File: src/rtl/crypt_stream_framer.sv
// Framed byte-stream front end for the 8-bit cipher core: decodes key/data
// frames, keeps the active key and presents each ciphertext on valid/ready.

module encrypt (
    input  logic [7:0] key,
    input  logic [7:0] pt,
    output logic [7:0] ct
);
    logic [7:0] mix;

    // Whiten, rotate left by three, then add the nibble-swapped key.
    assign mix = pt ^ key;
    assign ct  = {mix[4:0], mix[7:5]} + {key[3:0], key[7:4]};
endmodule

module crypt_stream_framer #(
    parameter logic [7:0] HDR_KEY   = 8'hA5,
    parameter logic [7:0] HDR_DATA  = 8'h5A,
    parameter logic [7:0] KEY_RESET = 8'h00
) (
    input  logic        clk,
    input  logic        rst_n,
    input  logic [7:0]  in_data,
    input  logic        in_valid,
    output logic        in_ready,
    output logic [7:0]  out_data,
    output logic        out_valid,
    input  logic        out_ready,
    output logic        key_loaded,
    output logic        hdr_err,
    output logic [15:0] enc_count
);
    typedef enum logic [2:0] {
        IDLE,
        GET_KEY,
        GET_DATA,
        CALC,
        SEND
    } state_t;

    state_t      state_q, state_d;
    logic [7:0]  key_q, key_d;
    logic [7:0]  pt_q, pt_d;
    logic [7:0]  out_data_q, out_data_d;
    logic        out_valid_q, out_valid_d;
    logic        key_loaded_q, key_loaded_d;
    logic        hdr_err_q, hdr_err_d;
    logic [15:0] enc_count_q, enc_count_d;
    logic [7:0]  ct;
    logic        in_xfer;
    logic        out_xfer;

    encrypt u_encrypt (
        .key (key_q),
        .pt  (pt_q),
        .ct  (ct)
    );

    // Ready is a pure state decode so no combinational path reaches in_valid.
    assign in_ready = (state_q == IDLE) || (state_q == GET_KEY) || (state_q == GET_DATA);
    assign in_xfer  = in_valid && in_ready;
    assign out_xfer = out_valid_q && out_ready;

    always_comb begin
        // NOTE: every signal gets a default first so no path leaves one unassigned and infers a latch.
        state_d      = state_q;
        key_d        = key_q;
        pt_d         = pt_q;
        out_data_d   = out_data_q;
        out_valid_d  = out_valid_q;
        key_loaded_d = key_loaded_q;
        hdr_err_d    = 1'b0;
        enc_count_d  = enc_count_q;

        unique case (state_q)
            IDLE: begin
                if (in_xfer) begin
                    if (in_data == HDR_KEY) begin
                        state_d = GET_KEY;
                    end else if (in_data == HDR_DATA) begin
                        state_d = GET_DATA;
                    end else begin
                        hdr_err_d = 1'b1;
                    end
                end
            end
            GET_KEY: begin
                if (in_xfer) begin
                    key_d        = in_data;
                    key_loaded_d = 1'b1;
                    state_d      = IDLE;
                end
            end
            GET_DATA: begin
                if (in_xfer) begin
                    pt_d    = in_data;
                    state_d = CALC;
                end
            end
            CALC: begin
                out_data_d  = ct;
                out_valid_d = 1'b1;
                state_d     = SEND;
            end
            SEND: begin
                if (out_xfer) begin
                    out_valid_d = 1'b0;
                    enc_count_d = enc_count_q + 16'd1;
                    state_d     = IDLE;
                end
            end
            default: state_d = IDLE;
        endcase
    end

    // NOTE: sequential state uses non-blocking assignments so every flop samples pre-edge values.
    always_ff @(posedge clk or negedge rst_n) begin
        if (!rst_n) begin
            state_q      <= IDLE;
            key_q        <= KEY_RESET;
            pt_q         <= 8'h00;
            out_data_q   <= 8'h00;
            out_valid_q  <= 1'b0;
            key_loaded_q <= 1'b0;
            hdr_err_q    <= 1'b0;
            enc_count_q  <= 16'h0000;
        end else begin
            state_q      <= state_d;
            key_q        <= key_d;
            pt_q         <= pt_d;
            out_data_q   <= out_data_d;
            out_valid_q  <= out_valid_d;
            key_loaded_q <= key_loaded_d;
            hdr_err_q    <= hdr_err_d;
            enc_count_q  <= enc_count_d;
        end
    end

    assign out_data   = out_data_q;
    assign out_valid  = out_valid_q;
    assign key_loaded = key_loaded_q;
    assign hdr_err    = hdr_err_q;
    assign enc_count  = enc_count_q;
endmodule

File: config.mk
export PLATFORM = sky130hd
export DESIGN_NAME = crypt_stream_framer
export DESIGN_NICKNAME = d
export VERILOG_FILES = /design/src/rtl/crypt_stream_framer.sv
export SDC_FILE = /design/constraint.sdc
export NUM_CORES = 1
export LEC_CHECK = 0
export ABC_AREA = 1
export BUFFER_PORTS_ARGS = -buffer_cell sky130_fd_sc_hd__buf_2
export CORE_UTILIZATION = 56
export DETAILED_ROUTE_END_ITERATION = 12
export GPL_TIMING_DRIVEN = 0
export HOLD_SLACK_MARGIN = 0.03
export PLACE_DENSITY = 0.78
export SLEW_MARGIN = 20
export SYNTH_ARGS = -nofsm -noshare
export SYNTH_HDL_FRONTEND = slang
export SYNTH_SLANG_ARGS = --single-unit
File: constraint.sdc
create_clock -name clk -period 1.94 [get_ports clk]
set_clock_uncertainty 0.05 [all_clocks]
set_input_delay 0.582 -clock clk [delete_from_list [all_inputs] [get_ports clk]]
set_output_delay 0.582 -clock clk [all_outputs]
set_load 0.02 [all_outputs]
## Word level (Yosys, flattened, before mapping)

Cells that the tools add are included.

| storage, ports and cells | value |
|---|---|
| register bits | 46 |
| input bits | 12 |
| output and inout port bits | 28 |
| logic and storage cells | 46 |

| cells by class | value |
|---|---|
| $add $sub $neg | 2 |
| equal/unequal tests | 11 |
| muxes and demuxes | 13 |
| bitwise logic cells | 1 |
| reductions and logical operators | 11 |

Operators by type and width:

| kind | number |
|---|---|
| $mux 3 | 6 |
| $add 16x1->16 const B | 1 |
| $pmux 3 s5 | 1 |
| $add 8x8->8 | 1 |
| $eq 8x7->1 const B | 1 |
| $eq 8x8->1 const B | 1 |
| $ne 2x2->1 const B | 4 |
| $reduce_and 2->1 | 4 |
| $xor 8x8->8 | 1 |
| $eq 3x2->1 const B | 2 |
| $mux 1 | 5 |
| $reduce_and 5->1 | 1 |
| $eq 3x1->1 const B | 1 |
| $eq 3x3->1 const B | 1 |
| $logic_not 3->1 | 1 |
| $ne 3x1->1 const B | 1 |
| $logic_and 1x1->1 | 2 |
| $logic_or 1x1->1 | 2 |
| $pmux 1 s2 | 1 |
| $reduce_bool 2->1 | 1 |

## Depth between registers and ports, before layout

Gate-level depths: netlist (run 1).

| depth | value |
|---|---|
| depth in word-level cells | 6 |
| depth in mapped cells | 9 |
| mapped depth without buffers | 9 |

## By module

A second synthesis (run 1) with hierarchy kept.

| unflattened totals | value |
|---|---|
| cell total of the unflattened synthesis | 295 |
| area, all modules | 2,522.4 um^2 |

Modules (own cells, without submodules):

| module | instances | cells an instance | area an instance (um^2) | seq. area each (um^2) |
|---|---|---|---|---|
| crypt_stream_framer | 1 | 226 | 2,099.5 | 1,151.1 |
| encrypt | 1 | 69 | 422.9 | 0.0 |

## Worst setup path after synthesis (run 1)

OpenSTA, ideal clock, no wires.

| path | value |
|---|---|
| path type | reg2reg |
| start | register key_q[5] |
| end | register out_data_q[4] (netlist: out_data[4]) |
| library setup time | 65 ps |
| arrival time | 1,582 ps |
| required time | 1,825 ps |
| path slack | 243 ps |
| stages on the path, launching flop included | 8 |
| path buffers | 0 |
| period minus slack after synthesis | 1,697 ps |
| cell sequence | dfrtp_1 xor2_1 ha_1 fa_1 a21oi_1 xnor2_1 nand2_1 nand2_1 |

| on the way | value |
|---|---|
| word-level cells in the longest chain between the ends | 2 |

RTL lines:

| element | line | source |
|---|---|---|
| start: declaration | 42 | `logic [7:0] key_q, key_d;` |
| start signal: assignment | 129 | `key_q <= key_d;` |
| $xor 8x8->8 | 12 | `assign mix = pt ^ key;` |
| $add 8x8->8 * | 13 | `assign ct = {mix[4:0], mix[7:5]} + {key[3:0], key[7:4]};` |
| end signal: assignment | 131 | `out_data_q <= out_data_d;` |
| end: declaration | 44 | `logic [7:0] out_data_q, out_data_d;` |

Every way passes the cells marked *; elsewhere a longest branch is shown, timed or not.
A chain may end at the register's enable or synchronous reset.

## Worst setup path after layout (run 1)

Ends and elaborated chain as after synthesis.

==> impl_metrics.yaml, run 1 <==
cts:
  clkTransAtPathRegs_ns: 0.09
  cts_repair_resize_count: 1
  post_cts_buffers: 0
  cts_tree: "built"
  cts_hold_buf: 0
  cts.sinks: 46
  clockRootBuffer: "clkbuf_8"
  htreeDepth: 2
  clock_latency_ns: 0.30
  clockBufferDepth: 2
  cts_inserted_buffers: 5
drt:
  wirelength_met1_mm: 2.668
  route.met2.wl_mm: 2.455
  ant_nets: 0
  routed-via-count: 2308
  first_iter_violations: 158
  route.detailed.drc: 3
  top_layer: "met4"
  drt-pass1-iter-count: 11
  wirelength_mm: 5.432
  vias_per_cell: 5.198
  wl_per_cell_um: 12.23
  met3_length_um: 267
floorplan:
  die-area_um2: 5035
  die_y_um: 70.96
  pin_count: 40
  start_util_pct: 59.51
  dieWidth_um: 70.96
  num_rows: 24
  core_area_um2: 4474
critical_path:
  end_kind: "flop"
  cp.required_ns: 2.13
  cp_max_fo: 4
  arrival_ns: 2.03
  rr_worst_depth: 7
  startpoint_type: "flop"
  rr_endpoint: "out_data[4]$_DFFE_PN0P_"
  r2r-start: "key_q[5]$_DFFE_PN0P_"
  r2r_slack_ns: 0.1
  critical_path_class: "flop to flop"
placed_design:
  port_buffers: 39
  place_congestion: 0.9303
  hpwl_mm: 3.975
logic_synthesis:
  synth.net_count: 366
  yosysWarnings: 0
  synth-seq-cells: 46
  syn_avg_cell_area_um2: 7.718
  ys_seq_area_share_pct: 43.23
  synth_area_um2: 2663
  ys_types: 26
  synthCells: 345
global_routing:
  grt_start_max_net_pins: 47
  grt_pass1_wl_mm: 9.328
  grt_overflow: 0
  grt_pass1_vias: 2161
  antenna_found_initial: 0
  grt.total_usage_pct: 23.52
finish:
  final_util_pct: 67.53
  syn_to_final_growth_pct: 13.49
  nets: 412
  layout-drive-gt1-share_pct: 20.15
  n_antenna_cell: 0
  fillers: 395
sta:
  max_freq_mhz: 542.7
  tightest_slew_ns: 0.5702
  relSlewSlack_pct: 61.99
  setup_viol: 0
  final_max_slew_viol_count: 0
  rsz0062_at_grt: "false"
  tns_ns: 0
  finalHoldViolations: 0
  min_period_over_period_pct: 94.99
  finalCriticalPeriod_ns: 1.843
power_and_ir_drop:
  p_per_area_nw_per_um2: 1514
  ir_drop_mv: 0.8006
  p_leak_nw: 1.689
  fin_total_pwr_mw: 4.574
worst_hold_path:
  hold_class: "input pin to async pin"
flow_run:
  maxCapViolations: 0
outcome:
  violations: "design-rule violations"
  outcome: "complete, but fails checks"
## kinds of logic after synthesis
group                    synth area share (%)
XOR/XNOR                                5.592
flip-flops                              43.23
AND/OR/NAND/NOR                         30.31
adder cells (fa/ha/maj)                 4.511
AO/OA/AOI/OAI                           8.270
buffers and inverters                   8.082
## registers in the layout (all words and copies together) (netlist names)
| signal | count |
|---|---|
| enc_count | 16 |
| key_q | 8 |
| out_data | 8 |
| pt_q | 8 |
| state_q | 3 |
| hdr_err | 1 |
| key_loaded | 1 |
| out_valid | 1 |
## layer usage
metal | vias to the layer above | GRT usage [%]
li1 | 1174 | -
met1 | 1065 | 32.15
met2 | 65 | 37.39
met3 | 4 | 5.271
met4 | 0 | 7.778
met5 | - | 0
## cells in the final DEF, fill, tap and decap left out
cell type / n
nor3_1: 5
dfrtp_2: 2
nor2_1: 23
clkbuf_1: 1
xnor2_1: 2
nand2_1: 131
nand3b_1: 1
nand3_2: 1
fa_1: 1
ha_1: 8
clkinv_2: 1
nand4_1: 6
nor3_4: 1
a21oi_1: 2
xor2_1: 15
or2_2: 1
nor2_2: 2
o21ai_0: 11
nand2_2: 1
a21oi_2: 1
buf_2: 39
dfrtp_1: 44
buf_6: 3
buf_4: 2
nand3_1: 17
o21ai_1: 1
clkbuf_8: 5
o21ai_2: 17
nor3_2: 1
inv_1: 45
clkinv_4: 1
nand4_2: 1
## cell usage after synthesis
cell type / number / area share [%]
a21oi_1: 3 / 0.56
buf_2: 1 / 0.19
buf_4: 1 / 0.28
buf_6: 3 / 1.3
dfrtp_1: 46 / 43
fa_1: 1 / 0.75
ha_1: 8 / 3.8
inv_1: 45 / 6.3
nand2_1: 131 / 18
nand2_2: 1 / 0.24
nand3_1: 17 / 3.2
nand3_2: 1 / 0.38
nand3b_1: 1 / 0.28
nand4_1: 6 / 1.4
nand4_2: 1 / 0.47
nor2_1: 23 / 3.2
nor2_2: 2 / 0.47
nor3_1: 5 / 0.94
nor3_2: 1 / 0.38
nor3_4: 1 / 0.61
o21ai_0: 12 / 2.3
o21ai_1: 1 / 0.19
o21ai_2: 16 / 5.3
or2_2: 1 / 0.24
xnor2_1: 2 / 0.66
xor2_1: 15 / 4.9
## worst max path at each step
| stage | start | end | cells after the start | slack (ns) |
|---|---|---|---|---|
| floorplan | key_q[5]$_DFFE_PN0P_ | out_data[4]$_DFFE_PN0P_ | 7 | 0.24 |
| CTS | state_q[0]$_DFFE_PN0P_ | in_ready | 4 | 0.01 |
| global placement | key_q[5]$_DFFE_PN0P_ | out_data[4]$_DFFE_PN0P_ | 7 | 0.15 |
| global route | key_q[5]$_DFFE_PN0P_ | out_data[4]$_DFFE_PN0P_ | 7 | 0.03 |
| detailed placement | key_q[5]$_DFFE_PN0P_ | out_data[4]$_DFFE_PN0P_ | 7 | 0.09 |
| finish | key_q[5]$_DFFE_PN0P_ | out_data[4]$_DFFE_PN0P_ | 7 | 0.1 |
## power breakdown
part	internal (mW)	switching, mW
combinational	0.910	1.43
clock	0.255	0.337
sequential	1.30	0.334
total	2.47	2.11
## area by class of cell
class / count / area (um^2) / area share (%)
well taps: 52 / 65.06 / 2.153
clock buffers: 6 / 72.57 / 2.402
plain buffers: 5 / 46.29 / 1.532
repair buffers: 39 / 197.7 / 6.542
inverters: 45 / 168.9 / 5.590
flip-flops and latches: 46 / 1154 / 38.18
multi-input cells: 249 / 1304 / 43.15
clock inverters: 2 / 13.76 / 0.4555
## per-stage QoR
step	area, um^2	setup WS, ns	hold slack, ns	std cells
final	3022	0.09727	0.2232	444
after CTS	3009	0.01369	0.4330	444
after global placement	2923	0.1479	0.3988	436
after floorplan	2663	0.2434	0.2364	345
after global routing	3022	0.03057	0.2744	444
after detailed placement	2923	0.09273	0.4109	436
## critical path: stages, from the launching register on
cell and delay, ns:
dfrtp_1 0.46, xor2_1 0.17, ha_1 0.22, fa_1 0.46, a21oi_2 0.18, xnor2_1 0.13
nand2_1 0.07, nand2_1 0.05
(Power assumes the default switching activity.)
==> run 2: changes to the inputs <==
- ABC_AREA: 1 -> 0
- CORE_UTILIZATION: 56 -> 55
==> impl_metrics.yaml, run 2 <==
outcome:
  outcome: "complete, but fails checks"
  violations: "negative setup slack"
cts:
  htreeDepth: 2
  clockBufferDepth: 2
  cts.sinks: 46
  clockRootBuffer: "clkbuf_8"
  cts_inserted_buffers: 5
  clock_latency_ns: 0.30
  cts_tree: "built"
  cts_hold_buf: 0
  clkTransAtPathRegs_ns: 0.08
flow_run:
  maxCapViolations: 0
logic_synthesis:
  synthArstFlopShare_pct: 100.0
  yosysWarnings: 0
  synth.net_count: 209
  synth.largest_area_cell: "dfrtp_1"
  ys_seq_area_share_pct: 50.44
  synth_common_cells: "dfrtp_1, mux2_2, xnor2_1"
  synth_top_area_share_pct: 50.44
  synth-edff-count: 0
  syn_avg_cell_area_um2: 12.14
  synth_area_um2: 2282
  synth.area.top_cells: "dfrtp_1, mux2_2, xnor2_1"
  synthCells: 188
  ys_types: 38
  synth_flop_cell: "dfrtp_1"
  synth-seq-cells: 46
  synth_most_common_cell: "dfrtp_1"
sta:
  max_freq_mhz: 504.5
  setup_slack_ns: -0.04209
  tightest_slew_ns: 0.7224
  min_period_over_period_pct: 102.2
  rsz0062_at_grt: "true"
  finalHoldViolations: 0
  hold_ws_ns: 0.1658
  setup_viol: 1
  finalCriticalPeriod_ns: 1.982
  relSlewSlack_pct: 51.63
  final_max_slew_viol_count: 0
floorplan:
  num_rows: 23
  dieWidth_um: 66.42
  die-area_um2: 4411
  pin_count: 40
  die_y_um: 66.42
  start_util_pct: 57.05
  core_area_um2: 4000
global_routing:
  grt_overflow: 0
  grt_pass1_vias: 1381
  grt_pass1_wl_mm: 6.417
  grt.total_usage_pct: 19.98
  antenna_found_initial: 0
  grt_start_max_net_pins: 47
power_and_ir_drop:
  p_sw_mw: 1.264
  ir_drop_mv: 0.7747
  clkPwrFrac_pct: 17.4
  p_per_area_nw_per_um2: 1273
  switching_share_pct: 36.23
  p_int_mw: 2.225
  fin_total_pwr_mw: 3.489
  p_leak_nw: 1.388
  power_frac_seq_pct: 37.8
  combPwrFrac_pct: 44.8
finish:
  final_cell_mix: "dfrtp_1, buf_2, mux2_2"
  final_common_cell: "dfrtp_1"
  largest_reg_flops: 16
  layout-drive-gt1-share_pct: 38.17
  n_antenna_cell: 0
  fillers: 304
  nets: 261
  syn_to_final_growth_pct: 20.12
critical_path:
  cp.required_ns: 2.12
  r2r-start: "pt_q[5]$_DFFE_PN0P_"
  rr_endpoint: "out_data[6]$_DFFE_PN0P_"
  rr_worst_depth: 7
  cp_max_fo: 3
  startpoint_type: "flop"
  end_kind: "flop"
  crit_slowest_cell: "dfrtp_1"
  worstPathCellList: "xor2_1 > ha_2 > fa_2 > a21oi_2 > o21ai_1 > a2111oi_1 > nand3b_1"
  max_stage_delay_ns: 0.40
  r2r_slack_ns: -0.04
  crit_path_start: "pt_q[5]$_DFFE_PN0P_"
  critical_path_class: "flop to flop"
  crit_end: "out_data[6]$_DFFE_PN0P_"
  arrival_ns: 2.17
drt:
  route.detailed.drc: 0
  first_iter_violations: 53
  wl_per_cell_um: 14.32
  vias_per_cell: 5.344
  ant_nets: 0
  wirelength_mm: 4.168
  routed-via-count: 1555
  drt-pass1-iter-count: 4
placed_design:
  port_buffers: 39
  hpwl_mm: 2.912
  place_congestion: 0.7388
worst_hold_path:
  hold_class: "input pin to async pin"
[run 2: changes by cell type after synthesis, moves of 3 or more]
cell / before / now
nor2_1: 23 / 4
o21ai_0: 12 / 9
o21ai_2: 16 / 0
a21oi_1: 3 / 10
xor2_1: 15 / 11
nand2_1: 131 / 14
nor3_1: 5 / 2
mux2_2: 0 / 20
inv_1: 45 / 2
xnor2_1: 2 / 15
nand4_1: 6 / 3
nand3_1: 17 / 8
[run 2: how the worst min path moves through the flow]
stage | slack [ns] | cells past startpoint | endpoint
after floorplan | 0.24 | 0 | enc_count[0]$_DFFE_PN0P_
after global placement | 0.40 | 1 | key_loaded$_DFFE_PN0P_
after detailed placement | 0.41 | 1 | key_loaded$_DFFE_PN0P_
after CTS | 0.42 | 1 | enc_count[15]$_DFFE_PN0P_
after global routing | 0.19 | 1 | enc_count[4]$_DFFE_PN0P_
final | 0.17 | 1 | enc_count[4]$_DFFE_PN0P_
[run 2: metrics by stage]
stage / area [um^2] / util [%] / setup TNS (ns) / instances / setup WS, ns
detailed placement: 2542 / 63.56 / -0.9392 / 277 / -0.2094
CTS: 2665 / 66.63 / -0.1129 / 286 / -0.1129
finish: 2741 / 68.53 / -0.04209 / 291 / -0.04209
floorplan: 2285 / - / 0 / 188 / 0.01535
global route: 2741 / 68.53 / -0.4486 / 291 / -0.1154
global placement: 2542 / 63.56 / -0.7149 / 277 / -0.1102
[run 2: critical path: cells and delay by family, from the launching register on]
kind	cells	cell delay, ns
DFF	1	0.40
adders and majority gates	2	0.56
AOI/OAI and AO/OA	3	0.58
and+or+nand+nor	1	0.16
xor gates and xnor gates	1	0.17
[run 2: logic make-up after synthesis]
group                    share of synthesized area [%]
adder cells (fa/ha/maj)                          5.263
multiplexers                                     9.869
flip-flops                                       50.44
buffers and inverters                            1.371
XOR/XNOR                                         11.02
AO/OA/AOI/OAI                                    7.292
AND/OR/NAND/NOR                                  14.75
[run 2: final cells by class]
| type | instances | area (um^2) | share of cell area [%] |
|---|---|---|---|
| sequential | 46 | 1151 | 41.99 |
| multi-input combinational | 136 | 1149 | 41.90 |
| timing repair buffer | 45 | 252.7 | 9.220 |
| clock buffer | 6 | 82.58 | 3.012 |
| tap | 50 | 62.56 | 2.282 |
| buffer | 4 | 23.77 | 0.8672 |
| clock inverter | 2 | 12.51 | 0.4564 |
| inverter | 2 | 7.507 | 0.2738 |
[run 2: per-layer routing]
metal / routed length (um) / up-vias / track usage (%)
li1: - / 780 / -
met1: 2129 / 734 / 28.33
met2: 1817 / 34 / 28.83
met3: 142 / 7 / 5.345
met4: 78 / 0 / 8.245
met5: 0 / - / 0
[run 2: what timing repair did]
action,4_1_cts,5_1_grt
pin swaps,1,8
setup endpoints to repair,4,12
resized for setup,6,4
buffers inserted,1,4
[run 2: power groups by stage]
stage,logic [mW],registers [mW],clock network [mW]
CTS,1.34,1.32,0.622
detailed placement,1.25,1.34,0
finish,1.56,1.32,0.608
global placement,1.22,1.33,0
global route,1.71,1.35,0.655
floorplan,0.942,1.36,0
==> run 3: changes to the inputs <==
- BUFFER_PORTS_ARGS: -buffer_cell sky130_fd_sc_hd__buf_2 -> not set
- CORE_UTILIZATION: 55 -> 56
- DONT_BUFFER_PORTS: not set -> 1
- PLACE_DENSITY: 0.78 -> 0.7
==> impl_metrics.yaml, run 3 (synthesis gave the netlist of run 2 again) <==
cts:
  clockBufferDepth: 2
  cts_inserted_buffers: 5
  clock_latency_ns: 0.29
  cts_tree: "built"
  clockRootBuffer: "clkbuf_8"
  clkTransAtPathRegs_ns: 0.08
  cts.sinks: 46
  htreeDepth: 2
global_routing:
  grt_pass1_vias: 1540
  grt_pass1_wl_mm: 7.079
  grt_overflow: 0
  antenna_found_initial: 0
  grt_start_max_net_pins: 47
  grt.total_usage_pct: 22.13
critical_path:
  r2r_slack_ns: -0.03
  crit_buf_inv: 1
  rr_worst_depth: 8
  crit_slowest_cell: "dfrtp_2"
  cp_common_cell: "xor2_1"
  cpLargestDelayFamily: "adder cells"
  r2r-start: "key_q[5]$_DFFE_PN0P_"
  critical_path_class: "flop to flop"
  end_kind: "flop"
  max_stage_delay_ns: 0.42
  worstPathCellList: "xor2_1 > ha_2 > fa_2 > buf_6 > a21o_1 > a21oi_2 > xor2_1 > o21ai_1"
  arrival_ns: 2.10
  cp_max_fo: 2
  rr_endpoint: "out_data[4]$_DFFE_PN0P_"
  cp.required_ns: 2.06
  startpoint_type: "flop"
  path_depth: 8
floorplan:
  start_util_pct: 60.52
  die-area_um2: 4335
  core_area_um2: 3771
  dieWidth_um: 65.84
  die_y_um: 65.84
  pin_count: 40
  num_rows: 22
outcome:
  violations: "negative setup slack"
  outcome: "complete, but fails checks"
placed_design:
  place_congestion: 0.7907
  port_buffers: 0
  hpwl_mm: 3.018
  post-place-cells: 236
finish:
  final_cell_mix: "dfrtp_1, mux2_2, xnor2_1"
  final_common_cell: "dfrtp_1"
  fin_cells: 249
  nets: 222
  final_util_pct: 67.52
  layout-drive-gt1-share_pct: 26.87
  n_antenna_cell: 0
  largest_reg_flops: 16
  syn_to_final_growth_pct: 11.57
drt:
  route.met2.wl_mm: 2.024
  first_iter_violations: 59
  met3_length_um: 200
  vias_per_cell: 5.799
  routed-via-count: 1444
  route.detailed.drc: 0
  top_layer: "met4"
  wirelength_mm: 4.259
  wl_per_cell_um: 17.10
  ant_nets: 0
  wirelength_met1_mm: 1.985
  drt-pass1-iter-count: 4
sta:
  relSlewSlack_pct: 66.02
  setup_viol: 1
  max_freq_mhz: 506.9
  hold_ws_ns: 0.07797
  min_period_over_period_pct: 101.7
  rsz0062_at_grt: "true"
  setup_slack_ns: -0.03278
  finalCriticalPeriod_ns: 1.973
  tightest_slew_ns: 0.5091
  finalHoldViolations: 0
  final_max_slew_viol_count: 0
power_and_ir_drop:
  p_leak_nw: 1.194
  ir_drop_mv: 0.7776
  p_per_area_nw_per_um2: 1306
worst_hold_path:
  hold_class: "input pin to async pin"
flow_run:
  maxCapViolations: 0
## run 3: cell count changes in the layout (fill, tap and decap cells not counted), moves of 2 or more
cell	previous run	this run
buf_2	40	1
a21oi_1	8	6
a21oi_2	2	4
clkbuf_1	2	4
nor3b_2	2	0
nor3b_4	0	2
## run 3: power by group
part	total, mW	switching (mW)	internal [mW]	leakage, nW
clock network	0.534	0.286	0.248	0.0383
logic	1.40	0.696	0.701	0.537
registers	1.40	0.238	1.16	0.618
total	3.33	1.22	2.11	1.19
## run 3: metrics by stage
| step | setup slack, ns | instance area (um^2) | total power [mW] | setup TNS [ns] |
|---|---|---|---|---|
| after floorplan | 0.01535 | 2285 | 2.304 | 0 |
| final | -0.03278 | 2546 | 3.326 | -0.03278 |
| after global placement | -0.1034 | 2345 | 2.479 | -0.1776 |
| after CTS | -0.08806 | 2507 | 3.258 | -0.1719 |
| after global routing | -0.1274 | 2546 | 3.566 | -0.2588 |
| after detailed placement | -0.2039 | 2345 | 2.547 | -0.2942 |
## run 3: cell type report
cell class                 instances  area [um^2]
clock buffer                       7        76.32
buffer                             4        23.77
fill                             285         1225
inverter                           2        7.507
multi-input combinational        136         1157
tap                               48        60.06
sequential                        46         1152
timing repair buffer               6        68.82
## run 3: worst register-to-register path: stages (launching register included)
cell and delay (ns):
dfrtp_2 0.42, xor2_1 0.17, ha_2 0.19, fa_2 0.37
buf_6 0.13, a21o_1 0.15, a21oi_2 0.14, xor2_1 0.15
o21ai_1 0.07
## run 3: timing repair
item / 4_1_cts / 5_1_grt
setup buffers: 4 / 1
endpoints found under the hold margin: 46 / 0
hold buffers: 1 / 0
gates resized for setup: 10 / 7
pin swaps: 5 / 9
setup endpoints to repair: 3 / 12
## run 3: how the worst max path moves through the flow
stage                    startpoint                       to  slack [ns]
6_report       key_q[5]$_DFFE_PN0P_  out_data[4]$_DFFE_PN0P_       -0.03
2_1_floorplan  key_q[5]$_DFFE_PN0P_  out_data[6]$_DFFE_PN0P_        0.02
3_5_place_dp   key_q[5]$_DFFE_PN0P_  out_data[6]$_DFFE_PN0P_       -0.20
4_1_cts        key_q[5]$_DFFE_PN0P_  out_data[6]$_DFFE_PN0P_       -0.09
3_3_place_gp   key_q[5]$_DFFE_PN0P_  out_data[6]$_DFFE_PN0P_       -0.10
5_1_grt        key_q[5]$_DFFE_PN0P_  out_data[4]$_DFFE_PN0P_       -0.13
## run 3: layer usage
layer  GRT usage [%]  vias up
met5               0        -
met4           6.522        0
met3           7.586        6
met2           35.97       33
met1           27.74      705
li1                -      700
